### src/rtl/pc_stack.sv
// Program counter with a hardware return-address stack for the CPU front end.
// Supports absolute load, STEP increment, relative branch, call/return through
// a DEPTH-entry LIFO, a stall that freezes everything, a sticky error flag for
// stack overflow/underflow, and a one-cycle wrap pulse for inc/branch.
module pc_stack #(
  parameter int WIDTH = 16,
  parameter int DEPTH = 8,
  parameter int STEP  = 1
) (
  input  logic                       clock,
  input  logic                       reset,
  input  logic [WIDTH-1:0]           in,
  input  logic [WIDTH-1:0]           offset,
  input  logic                       load,
  input  logic                       inc,
  input  logic                       branch,
  input  logic                       call,
  input  logic                       ret,
  input  logic                       stall,
  output logic [WIDTH-1:0]           out,
  output logic [$clog2(DEPTH+1)-1:0] depth,
  output logic                       full,
  output logic                       empty,
  output logic                       err,
  output logic                       wrap
);

  // DEPTH is a power of two, so the count needs exactly one bit more than the index.
  localparam int                DW      = $clog2(DEPTH+1);
  localparam int                AW      = $clog2(DEPTH);
  localparam logic [WIDTH:0]    STEP_X  = (WIDTH+1)'(STEP);
  localparam logic [DW-1:0]     DEPTH_D = DW'(DEPTH);

  // pc + STEP with the carry out of the top bit kept in the extra MSB.
  function automatic logic [WIDTH:0] step_add(input logic [WIDTH-1:0] a);
    return {1'b0, a} + STEP_X;
  endfunction

  // A relative jump wrapped if a forward move landed lower or a backward
  // move landed higher than where it started.
  function automatic logic branch_wrap(input logic [WIDTH-1:0]        a,
                                       input logic signed [WIDTH-1:0] off,
                                       input logic [WIDTH-1:0]        r);
    return off[WIDTH-1] ? (r > a) : (r < a);
  endfunction

  logic [WIDTH-1:0]        pc_p0;
  logic [DW-1:0]           depth_p0;
  logic                    err_p0;
  logic                    wrap_p0;
  logic [WIDTH-1:0]        stack_mem [DEPTH];

  logic [WIDTH-1:0]        pc_nxt;
  logic [DW-1:0]           depth_nxt;
  logic                    err_nxt;
  logic                    wrap_nxt;
  logic                    push_en;

  logic [WIDTH:0]          inc_sum;
  logic signed [WIDTH-1:0] off_s;
  logic [WIDTH-1:0]        br_sum;
  logic [AW-1:0]           push_idx;
  logic [AW-1:0]           pop_idx;

  assign inc_sum  = step_add(pc_p0);
  assign off_s    = offset;
  assign br_sum   = pc_p0 + offset;
  // Only the low index bits address the array; push happens only when not
  // full and pop only when not empty, so the truncation never aliases.
  assign push_idx = depth_p0[AW-1:0];
  assign pop_idx  = depth_p0[AW-1:0] - AW'(1);

  assign full  = (depth_p0 == DEPTH_D);
  assign empty = (depth_p0 == '0);

  // Next-state selection: stall freezes, otherwise load > call > ret > branch > inc.
  always_comb begin
    pc_nxt    = pc_p0;
    depth_nxt = depth_p0;
    err_nxt   = err_p0;
    wrap_nxt  = 1'b0;
    push_en   = 1'b0;
    if (!stall) begin
      if (load) begin
        pc_nxt = in;
      end else if (call) begin
        if (full) begin
          err_nxt = 1'b1;
        end else begin
          push_en   = 1'b1;
          depth_nxt = depth_p0 + DW'(1);
          pc_nxt    = in;
        end
      end else if (ret) begin
        if (empty) begin
          err_nxt = 1'b1;
        end else begin
          pc_nxt    = stack_mem[pop_idx];
          depth_nxt = depth_p0 - DW'(1);
        end
      end else if (branch) begin
        pc_nxt   = br_sum;
        wrap_nxt = branch_wrap(pc_p0, off_s, br_sum);
      end else if (inc) begin
        pc_nxt   = inc_sum[WIDTH-1:0];
        wrap_nxt = inc_sum[WIDTH];
      end
    end
  end

  // Control state: PC, stack depth, sticky error and wrap pulse.
  always_ff @(posedge clock or negedge reset) begin
    if (!reset) begin
      pc_p0    <= '0;
      depth_p0 <= '0;
      err_p0   <= 1'b0;
      wrap_p0  <= 1'b0;
    end else begin
      pc_p0    <= pc_nxt;
      depth_p0 <= depth_nxt;
      err_p0   <= err_nxt;
      wrap_p0  <= wrap_nxt;
    end
  end

  // Return-address storage; contents are meaningless while depth is zero, so no reset.
  always_ff @(posedge clock) begin
    if (push_en) begin
      stack_mem[push_idx] <= inc_sum[WIDTH-1:0];
    end
  end

  assign out   = pc_p0;
  assign depth = depth_p0;
  assign err   = err_p0;
  assign wrap  = wrap_p0;

endmodule

### config.mk
export PLATFORM = sky130hd
export DESIGN_NAME = pc_stack
export DESIGN_NICKNAME = d
export VERILOG_FILES = /design/src/rtl/pc_stack.sv
export SDC_FILE = /design/constraint.sdc
export NUM_CORES = 1
export LEC_CHECK = 0
export ABC_AREA = 1
export CAP_MARGIN = 20
export CORE_ASPECT_RATIO = 0.8
export CORE_MARGIN = 2
export CORE_UTILIZATION = 53
export DETAILED_ROUTE_END_ITERATION = 10
export PLACE_DENSITY = 0.86
export SKIP_LAST_GASP = 1
export SLEW_MARGIN = 15
export SYNTH_ARGS = -nofsm -noshare
export SYNTH_HDL_FRONTEND = slang
export SYNTH_SLANG_ARGS = --single-unit
### constraint.sdc
create_clock -name clock -period 3.3 [get_ports clock]
set_clock_uncertainty 0.2 [all_clocks]
set_input_delay 0.66 -clock clock [delete_from_list [all_inputs] [get_ports clock]]
set_output_delay 0.66 -clock clock [all_outputs]
set_load 0.01 [all_outputs]
After elaboration in Yosys (flattened, before gate mapping)
Memory sizes are Yosys's and may differ from the RTL's.
Index checks and enable logic that the tools add are counted.
- bits in registers: 22
- RAM bits: 128
- input bits: 40
- output and inout port bits: 24
- word-level logic and storage cells: 55
- memories: 1
- add/sub/neg operators: 5
- order comparisons: 2
- eq/ne operators: 6
- muxes and demuxes: 28
- bitwise operators: 2
- reduce and logical (&&, ||, !) cells: 7
- memories (name ; words ; bits a word ; read ports ; clocked after Yosys merged registers in ; wr ports ; line ; source):
    stack_mem ; 8 ; 16 ; 1 ; 0 ; 1 ; 51 ; logic [WIDTH-1:0] stack_mem [DEPTH];
- operators with widths (kind ; count):
    16-bit two-way mux ; 7
    16-bit by 1-bit adder with 17-bit output, second input constant ; 1
    1-bit two-way mux ; 17
    16-bit adder ; 1
    16-bit > comparator ; 1
    16-bit < comparator ; 1
    4-bit two-way mux ; 4
    5-bit AND reduction ; 2
    5-bit nonzero test ; 1
    4-bit by 1-bit adder with 4-bit output, second input constant ; 1
    4-bit == test, second input constant ; 1
    4-bit logical NOT ; 1
    2-bit inequality test, second input constant ; 2
    4-bit inequality test, second input constant ; 1
    4-bit AND reduction ; 1
    2-bit nonzero test ; 2
    4-bit by 1-bit subtractor with 4-bit output, second input constant ; 1
    3-bit inequality test, second input constant ; 1
    3-bit by 1-bit subtractor with 3-bit output, second input constant ; 1
    2-bit by 1-bit inequality test with 1-bit output, second input constant ; 1
    1-bit inverter ; 2

Longest topological paths before layout
Gate-level depths: netlist of run 1.
- word-level depth: 8
- gate-level depth with buffers: 20
- gate-level depth less buffers: 20

Worst setup path after synthesis of run 1
Ideal clock, no wire load.
- kind: register -> register
- start: register depth_p0[0], in the netlist depth[0]
- end: memory stack_mem[2][0], enable pin
- setup time: 0.409 ns
- data arrival time: 2.636 ns
- required time: 2.691 ns
- slack: 0.055 ns
- stages on the path, launching flop included: 10
- buffers on the path: 2
- clock period less this slack: 3.245 ns
- cell sequence: dfrtp_1 inv_2 buf_6 buf_2 ha_1 nand2_1 nor2_2 nor3_1 nand2_1 nor3_1
- cells in the longest elaborated chain, start to end: 7
- ends and longest elaborated chain (what ; line ; source):
    start, declared ; 48 ; logic [DW-1:0] depth_p0;
    start signal, assigned ; 120 ; depth_p0 <= depth_nxt;
    4-bit == test ; 73 ; assign full = (depth_p0 == DEPTH_D);
    via full ; 22 ; output logic full,
    1-bit two-way mux ; 87 ; if (full) begin
    1-bit two-way mux ; 86 ; end else if (call) begin
    1-bit two-way mux ; 84 ; if (load) begin
    1-bit two-way mux ; 83 ; if (!stall) begin
    1-bit two-way mux ; 128 ; if (push_en) begin
    1-bit two-way mux (not written as such) ; 129 ; stack_mem[push_idx] <= inc_sum[WIDTH-1:0];
    end, declared ; 51 ;
The timed path passes the listed nets, and every way through them passes these cells.

Final worst setup path of run 1
- start: input offset[3]
- end: register wrap_p0, in the netlist wrap
- cells in the longest elaborated chain, start to end: 8
- elaborated cells on any way between the ends: 9
- classes of those cells: 1 x add/sub; 2 x order compare; 6 x mux
- ends and longest elaborated chain (what ; line ; source):
    start, declared ; 13 ; input logic [WIDTH-1:0] offset,
    16-bit adder (*) ; 67 ; assign br_sum = pc_p0 + offset;
    16-bit < comparator or 16-bit > comparator (tied branches) ; 44 ; return off[WIDTH-1] ? (r > a) : (r < a);
    1-bit two-way mux (*) ; 44 ;
    1-bit two-way mux (*) ; 101 ; end else if (branch) begin
    1-bit two-way mux (*) ; 94 ; end else if (ret) begin
    1-bit two-way mux (*) ; 86 ;
    1-bit two-way mux (*) ; 84 ;
    1-bit two-way mux (*) ; 83 ;
    via wrap_nxt ; 56 ; logic wrap_nxt;
    end signal, assigned ; 122 ; wrap_p0 <= wrap_nxt;
    end, declared ; 50 ; logic wrap_p0;
The timed path passes the listed nets; every way through them passes the cells marked *.
A chain may end at the register's enable or synchronous reset.

==> impl_metrics.ini, run 1 <==
[die]
die_w_um = 145
num_io_pins = 64
die_area_sq_um = 16900
core_sq_um = 15600
start_util_pct = 53.8
die_y_um = 117
rows = 41

[sta]
final.period_utilization_pct = 95.4
post-route-min-period_ps = 3150
tightest_slew_ps = 831
slew_headroom_pct = 44.4
setup-violations-final = 0
slew_violations = 0
tns_ps = 0
hold_violations = 0
fmax_mhz = 318

[yosys]
synth_area_leaders = edfxtp_1 (46%), nand2_1 (9.4%), nor2_1 (7.3%)
synth_top_area_cell = edfxtp_1
synth.cell_area_sq_um = 8410
ys_seq_elements = 150
synth_fp_nets = 1037
ys_top_cells_by_count = nand2_1 (211), nor2_1 (163), edfxtp_1 (128)
synthCells = 959
yosysWarnings = 0
synth_top_area_share_pct = 45.7
ys_types = 37
async_flop_share_pct = 14.7
yosysMostFrequentCell = nand2_1
ys.flop_type = edfxtp_1
syn_avg_cell_area_sq_um = 8.77
ys_seq_area_share_pct = 52.2
synth_edf_count = 128

[cells_and_area]
design_area_sq_um = 10500
final_layout_size_suffix_gt1_share_pct = 14.5
diodes = 0
nNetsFinal = 1167
area_growth_pct = 24.3

[pwr]
ir_worst_vdd_v = 0.000439
p_leak_nw = 4.46
p_per_area_nw_per_um2 = 825
finalPower_w = 0.00862

[detailed_routing]
detail_route.wl_per_cell_um = 17.8
drt_first_pass_iters = 7
via_per_inst = 5.74
drc = 0
routed_wl_mm = 23.5
vias = 7547
drtIter0Drc = 989
postRouteAntennaNets = 0

[grt]
grt_first_pass_wirelength_mm = 35.8
grtUsageTotal_pct = 28.1
grt_pass1_vias = 7061
grt_overflow = 0
antenna_found_initial = 0
grt_max_degree = 70

[place]
placed_area_sq_um = 9760
dpl.hpwl_mm = 16.0
gp_congestion = 0.988
port_buffers = 63

[min_path]
min_path_type = reg2reg
hold_depth = 1
whs_endpoint = err
min_from = err

[worst_setup_path]
worst-r2r-cell-count = 18
worst-path-max-fanout = 3
cp-start-kind = input port
crit_arrival_ps = 3250
r2r_setup_slack_ps = 290
cp.buffers_inverters = 2
critical_path.endpoint_type = register
regToRegEndpoint = wrap
crit_family = simple AND/OR/NAND/NOR gates
crit_top_cell = nand2_1
critPathMaxStageDelay_ps = 520
cp_cell_sequence = clkdlybuf4s50_1 -> ha_4 -> or2_1 -> nand3_2 -> nand2_2 -> nand2_1 -> nand2_1 -> nand2_1 -> nand2_1 -> ha_1 -> nand2_1 -> inv_1 -> nand3_2 -> nor3_2 -> nand2_1 -> nand2_1 -> a21oi_1 -> nor2_1 -> nor2_1
crit_required_ps = 3400
worstSetupPathType = in2reg
timing.rr.start = out[10]
slowest_stage = clkdlybuf4s50_1

[status]
outcome = finished clean

[clock_tree]
cts_num_sinks = 150
clk_pin_slew_ps = 60
holdBufCountCts = 0
cts.htree.levels = 4
cts_buffers = 17
cts_tree = done
clk_path_buf_depth = 2
root_buffer = clkbuf_16
clk-insertion-delay-late_ps = 420

[flow_run]
maxCapViolations = 0
[through the flow]
step | setup slack [ps] | utilization [%] | hold slack (ps) | std cells
6_report | 151 | 66.8 | 257 | 1315
5_1_grt | -36.3 | 66.8 | 280 | 1315
4_1_cts | 13.8 | 65.9 | 259 | 1314
3_5_place_dp | -474 | 62.4 | 246 | 1284
3_3_place_gp | -349 | 62.4 | 241 | 1284
2_1_floorplan | 54.6 | - | 164 | 959
[registers in the layout, indices dropped and copies added, names as in the netlist]
signal     cells
stack_mem    128
wrap           1
depth          4
out           16
err            1
[cells in the final DEF (no fill, tap or decap), drive strengths merged]
cell type and count:
o21ai 92, clkinv 10, a21o 1, dfrtp 22
dlymetal6s2s 3, a211oi 1, xor2 15, fa 2
clkdlybuf4s50 60, nand3b 1, clkinvlp 1, or2 2
clkbuf 19, inv 99, nand4 8, ha 36
nor3 12, o211ai 34, a21oi 21, xnor2 3
nor2 169, and2 1, buf 84, edfxtp 128
bufinv 2, nand3 56, nand2 217, o21a 1
[power by group]
part           leakage (nW)  internal (W)  switching, W
combinational          2.77       0.00165       0.00266
sequential             1.42       0.00234      0.000148
clock                 0.265       0.00109      0.000725
[final cells by class]
type                       count  area (sq um)
clock buffer                  19           433
clock inverter                11           111
fill                        1114          5190
inverter                     101           379
multi-input combinational    672          3580
sequential                   150          4400
tap                          215           269
timing repair buffer         147          1280
[layer usage]
layer	share of wire [%]	track usage, %
met1	40	38.4
met2	46	43.6
met3	11	6.48
met4	3.1	11.5
met5	0	0
[how the worst max path moves through the flow]
| stage | startpoint | end | cells after the start |
|---|---|---|---|
| 2_1_floorplan | depth[0] | stack_mem[2][0] | 9 |
| 3_3_place_gp | offset[0] | wrap | 21 |
| 3_5_place_dp | offset[0] | wrap | 21 |
| 4_1_cts | offset[0] | wrap | 21 |
| 5_1_grt | offset[9] | wrap | 18 |
| 6_report | offset[3] | wrap | 19 |
[cells by family after synthesis]
logic type               Yosys count  share of synthesized area, %
AO/OA/AOI/OAI                    150                          10.2
XOR/XNOR                          18                          1.96
adder cells (fa/ha/maj)           38                          5.83
buffers and inverters            137                          6.87
flip-flops                       150                          52.2
AND/OR/NAND/NOR                  466                          22.9
[what timing repair did]
item | in CTS | in global routing
buffers inserted | 0 | 1
pin swaps | 0 | 5
setup endpoints to repair | 1 | 1
cloned | 0 | 0
gates resized for setup | 1 | 26
Power figures use the tool's default switching activity.
==> run 2, diff against run 1 <==
Settings changed: PLACE_DENSITY 0.86 to 0.76, TNS_END_PERCENT from default to 1.
==> run 2 against run 1 <==
  * Critical path depth unchanged
  * First-iteration DRC count shrank 30%
  * Count of clock-buffer cells in the layout is the same
  * Sequential share of layout area down 0.23 points
  * Core utilization rose by 0.37 points
  * Global-route usage increased by 0.054 points
  * Final cell count decreased by 0.61%
  * Maximum frequency increased by 0.14%
  * Power grew 1.2%
  * Hold slack better by 12 ps
  * Clock power up 9%
  * Critical path type unchanged
  * Largest power group unchanged
==> impl_metrics.ini, run 2 (synthesized netlist as in run 1, its figures left out) <==
[die]
core_sq_um = 15600
die_w_um = 145
die_y_um = 117
die_area_sq_um = 16900
start_util_pct = 53.8
num_io_pins = 64
rows = 41

[worst_setup_path]
crit_required_ps = 3410
worstSetupPathType = in2reg
crit_arrival_ps = 3250
worst-path-max-fanout = 3
worst-r2r-cell-count = 20
critical_path.endpoint_type = register
cp-start-kind = input port

[sta]
slew_violations = 0
post-route-min-period_ps = 3140
tightest_slew_ps = 787
tns_ps = 0
hold_violations = 0
fmax_mhz = 318
setup-violations-final = 0
holdWs_ps = 269
slew_headroom_pct = 47.4
worst_slack_ps = 155
final.period_utilization_pct = 95.3

[min_path]
hold_depth = 1
min_path_type = reg2reg

[detailed_routing]
wl_met1_mm = 9.97
highest_layer = met4
vias = 7318
drt_first_pass_iters = 6
drtIter0Drc = 693
drc = 0
routed_wl_mm = 23.1
dr_wl_met2_mm = 10.6
via_per_inst = 5.60
postRouteAntennaNets = 0
wl_met3_mm = 2.10
detail_route.wl_per_cell_um = 17.7

[cells_and_area]
final_common_cell = nand2_1
final_layout_size_suffix_gt1_share_pct = 14.5
design_area_sq_um = 10500
fill_cells = 1227
nNetsFinal = 1157
final_cell_mix = nand2_1 (203), nor2_1 (162), edfxtp_1 (128), inv_1 (93), buf_4 (68)
area_growth_pct = 24.9
largest_reg_flops = 128
diodes = 0
top_register = stack_mem

[pwr]
p_leak_nw = 4.43
ir_worst_vdd_v = 0.000514
p_per_area_nw_per_um2 = 830
finalPower_w = 0.00872

[grt]
grtUsageTotal_pct = 28.1
grt_pass1_vias = 6590
grt_overflow = 0
grt_max_degree = 64
antenna_found_initial = 0
grt_first_pass_wirelength_mm = 35.1

[place]
dpl.hpwl_mm = 15.4
gp_congestion = 0.967
placed_area_sq_um = 9750
post-place-ws_ps = -424
port_buffers = 63

[clock_tree]
cts_tree = done
root_buffer = clkbuf_16
cts_num_sinks = 150
cts.htree.levels = 4
clk-insertion-delay-late_ps = 430
cts_buffers = 17
clk_path_buf_depth = 2
clk_pin_slew_ps = 70
holdBufCountCts = 0

[flow_run]
maxCapViolations = 0

[status]
outcome = finished clean
-- run 2: cell types whose count changed in the layout (fill, tap and decap cells not counted), sizes merged --
cell,delta
bufinv,+1
clkinv,-4
buf,-10
dlymetal6s2s,-2
inv,+5
clkdlybuf4s50,+2
-- run 2: cell type report --
type                       count  area, sq um  share of cell area [%]
clock buffer                  19          433                    4.12
clock inverter                13          169                    1.61
inverter                     101          379                    3.61
multi-input combinational    672         3600                    34.3
sequential                   150         4400                    41.8
tap                          215          269                    2.56
timing repair buffer         137         1260                    12.0
-- run 2: path summary, 6_finish.rpt --
check                                from        to  slack [ps]
worst max-delay path            offset[3]      wrap         160
worst min-delay path                  err       err         270
worst max register to register     out[0]      wrap         310
worst min register to register        err       err         270
max in group asynchronous           reset  depth[0]        2200
min in group asynchronous           reset    out[1]         420
-- run 2: routing by layer --
metal	up-vias	GRT usage (%)
li1	3446	-
met1	3482	41.3
met2	350	43.3
met3	40	5.08
met4	0	7.96
met5	-	0
-- run 2: timing repair --
item / CTS / global route
endpoints found under the hold margin: 0 / 0
buffers inserted: 0 / 1
gates resized for setup: 0 / 27
endpoints found under the setup margin: 0 / 1
-- run 2: metrics by stage --
step	std cells	utilization, %
final	1307	67.2
after global routing	1307	67.2
after CTS	1306	66.1
after detailed placement	1274	62.3
after global placement	1274	62.3
after floorplan	959	-
-- run 2: report_power, final --
part | switching, W | leakage, nW | internal, W
Clock | 0.000791 | 0.293 | 0.00120
Combinational | 0.00257 | 2.72 | 0.00165
Sequential | 0.000162 | 1.42 | 0.00234
Total | 0.00353 | 4.43 | 0.00519
-- run 2: critical path, cell delays in order --
cell             delay, ps
clkdlybuf4s50_1        420
ha_1                   340
or2_0                  270
nand3_2                100
nand2_2                 90
nand2_2                 90
nand2_1                 50
nand2_1                 80
nand2_1                 60
ha_1                   260
nand2_1                 70
inv_2                   50
nand3_2                 60
nor3_2                 210
nand2_1                100
nand3b_1                90
nand2_1                 60
nor2_1                 120
nor2_1                  50
